==> src/rtl/sequential_normalizer.sv <==
// Iterative 16-bit normalizer: strips leading (Dir=1) or trailing (Dir=0) zeros one step per cycle.
// Optional NORM_NIBBLE_SKIP_EN: skip a whole zero nibble per cycle; final results are unchanged.
module sequential_normalizer (
    input  logic        clk,
    input  logic        rst_n,
    input  logic        Start,
    input  logic        Dir,
    input  logic [16:1] A,
    output logic [16:1] Out,
    output logic [4:1]  Count,
    output logic        Zero,
    output logic        Busy,
    output logic        Done
);

    localparam int unsigned DW = 16;
    localparam int unsigned CW = 4;

    localparam logic [1:0] IDLE  = 2'd0;
    localparam logic [1:0] SHIFT = 2'd1;
    localparam logic [1:0] DONE  = 2'd2;

    logic [1:0]    state, state_next;
    logic [DW:1]   work, work_next;
    logic [CW:1]   count_next;
    logic          zero_next;
    logic          dir_q, dir_next;

    // Next-state and datapath update
    always_comb begin
        state_next = state;
        work_next  = work;
        count_next = Count;
        zero_next  = Zero;
        dir_next   = dir_q;
        case (state)
            IDLE, DONE: begin
                if (Start) begin
                    work_next  = A;
                    dir_next   = Dir;
                    count_next = '0;
                    zero_next  = 1'b0;
                    state_next = SHIFT;
                end else begin
                    state_next = IDLE;
                end
            end
            SHIFT: begin
                if (work == '0) begin
                    zero_next  = 1'b1;
                    count_next = '0;
                    state_next = DONE;
                end else if (dir_q) begin
                    if (work[16]) begin
                        state_next = DONE;
`ifdef NORM_NIBBLE_SKIP_EN
                    end else if (work[16:13] == 4'b0000) begin
                        work_next  = {work[12:1], 4'b0000};
                        count_next = Count + CW'(4);
`endif
                    end else begin
                        work_next  = {work[15:1], 1'b0};
                        count_next = Count + CW'(1);
                    end
                end else begin
                    if (work[1]) begin
                        state_next = DONE;
`ifdef NORM_NIBBLE_SKIP_EN
                    end else if (work[4:1] == 4'b0000) begin
                        work_next  = {4'b0000, work[16:5]};
                        count_next = Count + CW'(4);
`endif
                    end else begin
                        work_next  = {1'b0, work[16:2]};
                        count_next = Count + CW'(1);
                    end
                end
            end
            default: state_next = IDLE;
        endcase
    end

    // State and output registers; Busy/Done track the next state so they equal the state decode
    always_ff @(posedge clk or negedge rst_n) begin
        if (!rst_n) begin
            state <= IDLE;
            work  <= '0;
            Count <= '0;
            Zero  <= 1'b0;
            dir_q <= 1'b0;
            Busy  <= 1'b0;
            Done  <= 1'b0;
        end else begin
            state <= state_next;
            work  <= work_next;
            Count <= count_next;
            Zero  <= zero_next;
            dir_q <= dir_next;
            Busy  <= (state_next == SHIFT);
            Done  <= (state_next == DONE);
        end
    end

    assign Out = work;

endmodule

==> config.mk <==
export PLATFORM = sky130hd
export DESIGN_NAME = sequential_normalizer
export DESIGN_NICKNAME = d
export VERILOG_FILES = /design/src/rtl/sequential_normalizer.sv
export SDC_FILE = /design/constraint.sdc
export NUM_CORES = 1
export LEC_CHECK = 0
export CELL_PAD_IN_SITES_DETAIL_PLACEMENT = 2
export CELL_PAD_IN_SITES_GLOBAL_PLACEMENT = 2
export CORE_MARGIN = 2
export CORE_UTILIZATION = 31
export DETAILED_ROUTE_END_ITERATION = 10
export PLACE_DENSITY = 0.93
export SETUP_SLACK_MARGIN = 0.3
export SLEW_MARGIN = 20
export SYNTH_ARGS = -nofsm -noshare
export SYNTH_HDL_FRONTEND = slang
export SYNTH_SLANG_ARGS = --single-unit
export TNS_END_PERCENT = 20
==> constraint.sdc <==
create_clock -name clk -period 5.9 [get_ports clk]
set_clock_uncertainty 0.15 [all_clocks]
set_input_delay 1.18 -clock clk [delete_from_list [all_inputs] [get_ports clk]]
set_output_delay 1.18 -clock clk [all_outputs]
set_load 0.02 [all_outputs]
==> summary.txt <==
Drt
  • Iteration-0 DRC Markers: 57
  • Vias: 1290
  • Post-route DRC: 0
  • Vias per inst: 5.658
  • Drt wl/cell: 19.63 um
  • Iteration count of the initial detailed-routing pass: 4
  • Drt total wl: 4476 um
  • Antenna Nets Post-Route: 0

Clock tree
  • Clk root buf: clkbuf_8
  • CTS-repair resized insts: 0
  • TritonCTS buffer count: 3
  • Clk Latency, worst-skew pair: 0.28 ns
  • Post-CTS setup buffers: 0
  • Hold-fix buffer count after cts: 0
  • CTS H-tree lvls: 1
  • CTS tree: yes
  • Clock buffer depth: 2
  • Clk sinks: 26
  • Worst-path clk slew: 0.09 ns

Die
  • Core Area: 4414 um2
  • Ports: 43
  • Row count: 24
  • Die Y: 72.04 um
  • Die Wd: 72.04 um
  • Initial core utilization: 0.3251
  • Die Area: 5190 um2

Layout
  • Layout area overhead: 34.35%
  • Fin cells: 228
  • FILL cells: 460
  • # diodes: 0
  • Multi-input logic area: 734.5 um2
  • Register area: 650.6 um2
  • Share of layout cells above drive strength 1: 0.1534
  • Layout Nets: 198

Power and ir drop
  • Comb power frac: 0.586
  • Switching power: 0.0005335 W
  • Pleak: 0.8056 nW
  • Max VDD drop: 0.1844 mV
  • Int Pwr: 0.0006618 W
  • Clock share of power: 0.101
  • Power Density: 619.9 nW/um2
  • Sw Share: 0.4464
  • Sequential share of power: 0.313

Critical path
  • Crit. End Element: output port
  • CP cell instances: clkdlybuf4s50_1
  • Worst Path Required: 4.57 ns
  • Crit path buf inv count: 1
  • Reg2reg start: state[0]
  • Startpoint Class: flip-flop
  • CP Launch Point: Out[1]
  • Arrival time worst endpoint: 1.46 ns
  • Critical-path top delay cell: clkdlybuf4s50_1
  • CP peak stage delay: 0.66 ns
  • Critical Path Fanout Max: 7
  • Delay-heaviest family, CP: buffers and inverters
  • Crit Path Class: flip-flop to output port

Yosys
  • Largest area contributor in the netlist: dfrtp_1
  • Cells after synthesis: 136
  • Yosys warns: 0
  • Most instantiated library cell after synthesis: nor2_1
  • Area fraction of the dominant cell type after synthesis: 0.4534
  • Most common library cells after synthesis: nor2_1, dfrtp_1, a221oi_1
  • Mean Syn Cell Area: 10.55 um2
  • Largest cells by area after synthesis: dfrtp_1, mux2_4, nor2_1
  • Yosys reg bits: 26
  • Sequential share of the synthesized area: 0.4534
  • Synthesized cell area: 1435 um2
  • Post-Syn Nets: 157
  • Post-synth top flop: dfrtp_1
  • Number of synthesized flops with an enable pin: 0
  • Asr flop ratio synth: 1.000
  • Yosys cell types: 32

GRT
  • Vias in the first global route: 1445
  • Global route total overflow: 0
  • Initial antenna violation count: 0
  • Largest net degree at the start of global routing: 27
  • GRT Resource Usage Total: 0.1837
  • First-pass GRT wire length: 7479 um

Placed design
  • Hpwl dp: 3237 um
  • RD Place Congestion: 0.7978
  • Port Buffers: 42
  • Place WS: 3.055 ns
  • Placed Instances: 224

Hold path
  • HP Class: flip-flop to flip-flop
  • Hold Crit Start: Zero

STA
  • Final hold vios: 0
  • Fmax: 358.8 MHz
  • Setup TNS: 0 ns
  • Final Max Slew Viols: 0
  • RSZ-0062 raised after global routing: no
  • Endpoints failing setup: 0
  • Worst setup margin: 3.113 ns
  • Rel. slew slack: 0.4601
  • Fin crit share: 0.4724
  • Worst slew pin tran: 0.8099 ns
  • Final min period: 2.787 ns

Outcome
  • Outcome: completed

Flow run
  • Max_cap viols: 0
-- kinds of logic (layout without fill, tap and decap cells) --
family	count (synthesis)	count (layout)	synth area share
simple gates	57	57	0.1848
compound gates	29	29	0.1691
buf+inv	7	47	0.03662
mux	15	15	0.1412
flops	26	26	0.4534
xor+xnor	1	1	0.006104
fa+ha+maj	1	1	0.008717
-- power groups by stage --
stage               clock [W]  combinational (W)  sequential, W
floorplan                   0           0.000394       0.000426
global placement            0           0.000662       0.000365
detailed placement          0           0.000698       0.000377
CTS                  0.000123           0.000706       0.000375
global route         0.000131           0.000757       0.000393
finish               0.000121           0.000700       0.000375
-- registers in the layout, indices dropped and copies added, names as in the netlist --
signal  flops
Count       4
Done        1
Out        16
Zero        1
dir_q       1
state       2
Busy        1
-- worst paths after layout --
check | to | slack [ns] | cells past startpoint
setup / recovery | Out[1] | 3.11 | 1
hold / removal | Zero | 0.35 | 1
setup reg to reg | Out[3] | 3.60 | 5
hold reg to reg | Zero | 0.35 | 1
max in group asynchronous | Out[13] | 4.46 | 1
min in group asynchronous | Zero | 0.75 | 1
-- cell usage in the layout (no fill, tap or decap), types with 3 or more instances in the layout --
| cell type | n |
|---|---|
| clkdlybuf4s50_1 | 41 |
| nor2_1 | 33 |
| dfrtp_1 | 26 |
| a221oi_1 | 13 |
| mux2_4 | 9 |
| nand2_1 | 6 |
| mux2_2 | 6 |
| nor4_1 | 4 |
| clkbuf_8 | 4 |
| nor2b_1 | 3 |
| a31oi_1 | 3 |
-- cell type report --
cell class,instances,share of cell area
Clock buffer,4,0.02855
Timing Repair Buffer,43,0.2193
Tap cell,52,0.03374
Sequential cell,26,0.3374
Multi-Input combinational cell,103,0.3809
-- metrics by stage --
stage	area (um2)	power, W	hold WS [ns]	utilization
6_report	1928	0.001195	0.3486	0.4368
2_1_floorplan	1435	0.0008202	0.3877	-
5_1_grt	1928	0.001280	0.4036	0.4368
3_3_place_gp	1876	0.001027	0.3190	0.4249
3_5_place_dp	1871	0.001075	0.3352	0.4238
4_1_cts	1926	0.001203	0.3576	0.4362
-- layer usage --
metal  part of all wire  vias up  routed length [um]  GRT usage
met2               0.51       32                2293     0.3323
li1                   -      583                   -          -
met4              0.011        0                  50    0.03983
met5                  0        -                   0          0
met3              0.037        6                 164    0.02639
met1               0.44      669                1967     0.2325
Note: power is estimated with default switching activity, not from simulation.
